$ cat src/rtl/edge_gen_pkg.sv
// edge_gen_pkg: shared types and constants for the edge_generator block.
//   edge_gen_state_t : controller state encoding (IDLE, DELAY, HOLD)
//   EDGE_FALLING     : cmd_type value requesting a 1->0 transition
//   EDGE_RISING      : cmd_type value requesting a 0->1 transition
package edge_gen_pkg;

  typedef enum logic [1:0] {
    IDLE  = 2'd0,
    DELAY = 2'd1,
    HOLD  = 2'd2
  } edge_gen_state_t;

  localparam logic EDGE_FALLING = 1'b0;
  localparam logic EDGE_RISING  = 1'b1;

endpackage

$ cat src/rtl/edge_generator.sv
// edge_generator: drives a single-bit line with commanded rising/falling
// transitions. Each command waits cmd_delay cycles, applies the transition,
// then holds the line stable for MIN_HOLD cycles so a slow multi-flop
// receiver on another domain is guaranteed to see every edge.
//
// Ports:
//   clk        system clock, all state on the rising edge
//   rst_n      asynchronous active-low reset
//   cmd_valid  command present
//   cmd_ready  block can accept a command (combinational, state == IDLE)
//   cmd_type   requested edge: 0 falling, 1 rising
//   cmd_delay  cycles to wait before the transition
//   data_out   generated line, registered
//   busy       command in progress (state != IDLE)
//   edge_done  one-cycle pulse on command completion
//   cmd_err    (only with EDGE_GENERATOR_ERR_EN) pulses with edge_done when
//              the completed command produced no transition
//
// Build option: define EDGE_GENERATOR_ERR_EN to add the cmd_err output.
//
// State table:
//   state | meaning
//   IDLE  | waiting for a command, cmd_ready high
//   DELAY | counting down cmd_delay before the transition
//   HOLD  | line held stable for MIN_HOLD cycles after the transition
module edge_generator
  import edge_gen_pkg::*;
#(
  parameter int CNT_W    = 8,
  parameter int MIN_HOLD = 4
) (
  input  logic             clk,
  input  logic             rst_n,
  input  logic             cmd_valid,
  output logic             cmd_ready,
  input  logic             cmd_type,
  input  logic [CNT_W-1:0] cmd_delay,
  output logic             data_out,
  output logic             busy,
  output logic             edge_done
`ifdef EDGE_GENERATOR_ERR_EN
  ,
  output logic             cmd_err
`endif
);

  // The hold counter is loaded with MIN_HOLD-1 because the zero-count cycle
  // itself is the last hold cycle.
  localparam logic [CNT_W-1:0] HOLD_LOAD = CNT_W'(MIN_HOLD - 1);

  edge_gen_state_t  r_state;
  logic [CNT_W-1:0] r_cnt;
  logic             r_type;
  logic             r_data;
  logic             r_done;
  logic             w_cnt_zero;
  logic             w_accept;

`ifdef EDGE_GENERATOR_ERR_EN
  logic             r_redundant;
  logic             r_err;
`endif

  assign w_cnt_zero = (r_cnt == '0);
  assign cmd_ready  = (r_state == IDLE);
  assign w_accept   = cmd_valid && cmd_ready;
  assign busy       = (r_state != IDLE);
  assign data_out   = r_data;
  assign edge_done  = r_done;

  always_ff @(posedge clk or negedge rst_n) begin
    if (!rst_n) begin
      r_state     <= IDLE;
      r_cnt       <= '0;
      r_type      <= EDGE_FALLING;
      r_data      <= EDGE_FALLING;
      r_done      <= 1'b0;
`ifdef EDGE_GENERATOR_ERR_EN
      r_redundant <= 1'b0;
      r_err       <= 1'b0;
`endif
    end else begin
      r_done <= 1'b0;
`ifdef EDGE_GENERATOR_ERR_EN
      r_err  <= 1'b0;
`endif
      case (r_state)
        IDLE: begin
          if (w_accept) begin
            r_type  <= cmd_type;
            r_cnt   <= cmd_delay;
            r_state <= DELAY;
          end
        end
        DELAY: begin
          if (!w_cnt_zero) begin
            r_cnt <= r_cnt - CNT_W'(1);
          end else begin
            // A redundant command rewrites the same level: no visible edge.
            r_data      <= r_type;
`ifdef EDGE_GENERATOR_ERR_EN
            r_redundant <= (r_type == r_data);
`endif
            r_cnt       <= HOLD_LOAD;
            r_state     <= HOLD;
          end
        end
        HOLD: begin
          if (!w_cnt_zero) begin
            r_cnt <= r_cnt - CNT_W'(1);
          end else begin
            r_state <= IDLE;
            r_done  <= 1'b1;
`ifdef EDGE_GENERATOR_ERR_EN
            r_err   <= r_redundant;
`endif
          end
        end
        default: begin
          r_state <= IDLE;
        end
      endcase
    end
  end

`ifdef EDGE_GENERATOR_ERR_EN
  assign cmd_err = r_err;
`endif

endmodule

$ cat config.mk
export PLATFORM = sky130hd
export DESIGN_NAME = edge_generator
export DESIGN_NICKNAME = d
export VERILOG_FILES = /design/src/rtl/edge_gen_pkg.sv /design/src/rtl/edge_generator.sv
export SDC_FILE = /design/constraint.sdc
export NUM_CORES = 1
export LEC_CHECK = 0
export CORE_UTILIZATION = 50
export CTS_CLUSTER_SIZE = 24
export DETAILED_ROUTE_END_ITERATION = 6
export GPL_ROUTABILITY_DRIVEN = 1
export GPL_TIMING_DRIVEN = 0
export PLACE_DENSITY = 0.77
export SYNTH_ARGS = -nofsm -noshare
export SYNTH_HDL_FRONTEND = slang
export SYNTH_SLANG_ARGS = --single-unit
$ cat constraint.sdc
create_clock -name clk -period 2.1 [get_ports clk]
set_input_delay 0.525 -clock clk [delete_from_list [all_inputs] [get_ports clk]]
set_output_delay 0.525 -clock clk [all_outputs]
set_load 0.02 [all_outputs]
# After elaboration in Yosys (flattened, before gate mapping)
# Index checks and enable logic that the tools add are counted.
# Widths: inputs -> output; s select.
[classes]
n_eq_ne = 6
mux = 10
n_reduce_logical = 9
n_addsub = 1
[op_table]
columns = ["op", "count"]
rows = [
  ["$mux 8", 3],
  ["$pmux 8 s3", 1],
  ["$logic_not 8->1", 1],
  ["$sub 8x1->8 const B", 1],
  ["$mux 2", 3],
  ["$ne 2x2->1 const B", 3],
  ["$pmux 2 s3", 1],
  ["$reduce_and 3->1", 2],
  ["$reduce_and 2->1", 2],
  ["$reduce_bool 3->1", 1],
  ["$eq 2x1->1 const B", 1],
  ["$eq 2x2->1 const B", 1],
  ["$logic_not 2->1", 1],
  ["$mux 1", 2],
  ["$ne 2x1->1 const B", 1],
  ["$reduce_bool 2->1", 1],
  ["$logic_and 1x1->1", 1],
]
[totals]
word_cells = 31
input_bits = 12
out_inout_bits = 4
regBits = 13

# Depth between registers and ports, before layout
# Gate-level depths: netlist (run 1).
[logic_depth]
word_depth = 4
depth_mapped = 6
mapped_depth_nobuf = 6

# Least setup slack after synthesis (run 1)
# No wires, ideal clock.
[synth_timing]
path_type = "register to register"
start = "reg r_state[0]"
end = "reg r_cnt[5]"
required_ns = 1.974
stages_incl_launch_ff = 7
setup_slack_ns = 0.138
synth_period_minus_slack_ns = 1.962
t_arrival_ns = 1.836
path_buffers = 0
setup_time_ns = 0.126
path_cell_list = "dfrtp_1 inv_1 ha_1 nor2b_1 a311oi_2 o31ai_1 a221o_1"
[synth_via]
elab_chain_cells = 4
elab_cells_between_ends = 9
cone_classes = "eq/ne: 4; mux: 1; reduce/logical: 4"
[synth_rtl]
columns = ["element", "line", "text"]
rows = [
  ["start, declared", "edge_generator.sv:51", "edge_gen_state_t r_state;"],
  ["start signal, assigned", "edge_generator.sv:73", "r_state <= IDLE;"],
  ["start signal, assigned", "edge_generator.sv:92", "r_state <= DELAY;"],
  ["start signal, assigned", "edge_generator.sv:105", "r_state <= HOLD;"],
  ["$logic_not 2->1 *", "edge_generator.sv:65", "assign cmd_ready = (r_state == IDLE);"],
  ["net cmd_ready", "edge_generator.sv:35", "output logic cmd_ready,"],
  ["$logic_and 1x1->1", "edge_generator.sv:66", "assign w_accept = cmd_valid && cmd_ready;"],
  ["$ne 2x1->1 (no line)", "--", ""],
  ["$reduce_and 3->1 (no line)", "--", ""],
  ["end signal, assigned", "edge_generator.sv:91", "r_cnt <= cmd_delay;"],
  ["end signal, assigned", "edge_generator.sv:97", "r_cnt <= r_cnt - CNT_W'(1);"],
  ["end signal, assigned", "edge_generator.sv:110", "r_cnt <= r_cnt - CNT_W'(1);"],
  ["end, declared", "edge_generator.sv:52", "logic [CNT_W-1:0] r_cnt;"],
]
# Mark *: on every way through the listed nets, which the timed path passes. The rest lies on a longest branch.
# A chain may end at the register's enable or synchronous reset.

# Final worst setup path (run 1)
[layout_timing]
start = "reg r_state[0]"
end = "reg r_cnt[5]"
[layout_via]
elab_chain_cells = 4
elab_cells_between_ends = 9
cone_classes = "eq/ne: 4; mux: 1; reduce/logical: 4"
[layout_rtl]
columns = ["element", "line"]
rows = [
  ["$logic_not 2->1", "edge_generator.sv:65, edge_generator.sv:87"],
  ["$logic_and 1x1->1", "edge_generator.sv:66"],
  ["$ne 2x1->1 (no line)", "--"],
  ["$reduce_and 3->1 (no line)", "--"],
]
# Parallel ways exist; a longest one is shown, timed or not.

==> results of run 1 <==
-- cell families (layout without fill, tap and decap cells) --
family                   after synthesis  after routing  synth area share
multiplexers                           2              2            0.0260
buffers and inverters                 11             30            0.0563
flip-flops                            13             13             0.375
adder cells (fa/ha/maj)                6              6            0.0866
AO/OA/AOI/OAI                         33             33             0.271
AND/OR/NAND/NOR                       26             26             0.185
-- path summary, 6_finish.rpt --
kind | from | end | slack [ps] | cells past startpoint
worst max-delay path | r_state[0]$_DFFE_PN0P_ | r_cnt[5]$_DFFE_PN0P_ | 150 | 5
worst max register to register | r_state[0]$_DFFE_PN0P_ | r_cnt[5]$_DFFE_PN0P_ | 150 | 5
min in group asynchronous | rst_n | r_cnt[5]$_DFFE_PN0P_ | 630 | 1
max in group asynchronous | rst_n | r_type$_DFFE_PN0P_ | 1080 | 1
worst min register to register | data_out$_DFFE_PN0P_ | data_out$_DFFE_PN0P_ | 510 | 1
worst min-delay path | data_out$_DFFE_PN0P_ | data_out$_DFFE_PN0P_ | 510 | 1
-- area by class of cell --
| cell class | instances | area share |
|---|---|---|
| Multi-Input combinational cell | 67 | 0.483 |
| Inverter | 10 | 0.0342 |
| Sequential cell | 13 | 0.296 |
| Clock buffer | 4 | 0.0239 |
| Timing Repair Buffer | 15 | 0.134 |
| Tap cell | 16 | 0.0182 |
| Buffer | 1 | 0.0103 |
-- sequential cells by signal, indices dropped and copies added, names as in the netlist --
signal     count
r_cnt          8
r_state        2
data_out       1
edge_done      1
r_type         1
-- per-layer routing --
| layer | up-vias | wire length (um) |
|---|---|---|
| li1 | 379 | - |
| met1 | 362 | 798 |
| met2 | 14 | 897 |
| met3 | 4 | 57 |
| met4 | 0 | 25 |
| met5 | - | 0 |
-- worst max-delay path: stages (launching register included) --
cell      delay [ps]
dfrtp_1          410
inv_1             90
ha_1             310
a311oi_4         520
o31ai_1          140
a221o_1          360
-- power by group --
part           internal [mW]  switching (mW)
Clock                 0.0733          0.0818
Combinational          0.456           0.539
Sequential             0.361           0.119
-- layout by cell type, fill, tap and decap left out, drive strengths merged, types with 2 or more instances in the layout --
cell           Yosys  layout
a211oi             2       2
a21oi              7       7
a22o               2       2
a2bb2oi            2       2
clkbuf             0       4
clkdlybuf4s50      0      13
dfrtp             13      13
dlygate4sd2        0       2
ha                 6       6
inv               10      10
mux2               2       2
nand2              2       2
nor2               4       4
nor2b              4       4
nor3               3       3
nor4               2       2
o21ai              9       9
o2bb2ai            3       3
or2                2       2
or4                2       2
-- stage by stage --
stage | hold slack [ps] | setup WS, ps | utilization
finish | 515 | 155 | 0.705
CTS | 521 | 31.8 | 0.691
global placement | 488 | -261 | 0.665
detailed placement | 497 | -265 | 0.665
global route | 538 | 19.7 | 0.705
floorplan | 229 | 138 | -
-- what timing repair did --
item | in CTS | in global routing
pin swaps | 1 | 1
setup endpoints to repair | 3 | 7
resized for setup | 4 | 4
==> summary.md, run 1 <==
| Metric | Value |
|---|---|
| Non-Filler Instances | `roughly 130` |
| Reg area | `about 330 um^2` |
| EDFF count, synth | `0` |
| Layout fillers | `around 140` |
| Initial Util | `0.556` |
| M1 GR Usage | `0.282` |
| Synth warn | `0` |
| Post-DP HPWL | `1340 um` |
| Residual DRC | `0` |
| Met2 Use GR | `0.382` |
| CTS H-tree depth | `1` |
| Critical Path RT | `2260 ps` |
| # Post-CTS Setup Buffers | `0` |
| DR vias | `between 700 and 800` |
| # diodes | `0` |
| Vias/cell | `6.02` |
| Main synth FF type | `dfrtp_1` |
| Critical Path Start Type | `flop` |
| Worst-margin pin slew | `600 ps` |
| Yosys reg bits | `13` |
| Final Cell Area | `around 1100 um^2` |
| Count of final hold-check violations | `0` |
| Tot Pwr | `around 1.6 mW` |
| Clk Latency, worst-skew pair | `between 200 and 300 ps` |
| Max VDD drop | `approximately 0.85 mV` |
| Clk buf depth | `2` |
| GRT Total Usage | `0.217` |
| CTS Buf Count | `3` |
| Worst EP arrival | `about 2100 ps` |
| Fraction of layout cells with a size suffix above 1 | `0.164` |
| First-pass GRT wire length | `between 3000 and 4000 um` |
| Port Buffers | `15` |
| Final setup fails | `0` |
| Leakage power | `between 0.4 and 0.5 nW` |
| Final GP Congestion | `0.806` |
| Power Density | `roughly 1500 nW/um^2` |
| Most instantiated cells after synthesis | `dfrtp_1, inv_1, a21oi_1, o21ai_0, ha_1` |
| Die area | `between 1500 and 2000 um^2` |
| Post-Syn Nets | `109` |
| Synth Cell Area | `867 um^2` |
| Layout Skew | `4.05 ps` |
| Critical Path Fanout Max | `10` |
| Post-Place Cell Area | `around 1000 um^2` |
| Fin nets | `129` |
| Clk root buf | `clkbuf_4` |
| Clock-pin slew on the worst setup and hold paths | `approximately 90 ps` |
| CTS tree | `built` |
| Clock Sinks | `13` |
| Avg Cell Area, Syn | `9.53 um^2` |
| Routed WL per cell | `between 10 and 15 um` |
| Final ANT Viol Nets | `0` |
| Final Cycle Share | `0.926` |
| Worst min path class | `reg2reg` |
| # placed instances | `122` |
| Initial antenna violation count | `0` |
| Top Ports | `16` |
| CORE AREA | `roughly 1600 um^2` |
| Standard-cell rows | `14` |
| Die span in x | `43.6 um` |
| Met3 usage | `0.0250` |
| Layer with the highest usage | `met2` |
| DRT Pass-1 Iters | `4` |
| Yosys top cell area share | `0.375` |
| Die H | `43.6 um` |
| Crit end category | `flop` |
| Grt ovf | `0` |
| Maximum clock frequency | `514 MHz` |
| Max Transition Viols Final | `0` |
| CTS Hold Bufs | `0` |
| Slew margin rel. | `0.599` |
| Vias in the first global route | `730` |
| Synth unique cells | `38` |
| RSZ-0062 raised after global routing | `false` |
| Final wirelength | `between 1500 and 2000 um` |
| Synth top area cells | `dfrtp_1, ha_1, inv_1` |
| Register area share after synthesis | `0.375` |
| Gate Count Post-Synth | `91` |
| Area of the multi-input gates | `roughly 530 um^2` |
| Final worst path period need | `between 1500 and 2000 ps` |
| Max-Cap Viols | `0` |
| Syn-to-layout area delta | `26.7%` |
| DR iter-0 viols | `9` |
| TNS Setup | `0 ps` |
| Most common cell in the netlist | `dfrtp_1` |
| Top cell type by total area after synthesis | `dfrtp_1` |
| Asr flop ratio synth | `1.00` |
| Largest net degree at the start of global routing | `14` |
| Status | `completed` |
| Setup CP Type | `reg2reg` |
(Power assumes the default switching activity.)
==> run 2: changes to the inputs <==
--- a/config.mk
+++ b/config.mk
@@ -5,6 +5,7 @@
 export SDC_FILE = /design/constraint.sdc
 export NUM_CORES = 1
 export LEC_CHECK = 0
+export CAP_MARGIN = 20
 export CORE_UTILIZATION = 50
 export CTS_CLUSTER_SIZE = 24
 export DETAILED_ROUTE_END_ITERATION = 6
==> results of run 2 <==
The final DEF is identical to that of run 1; final timing and power are the same.
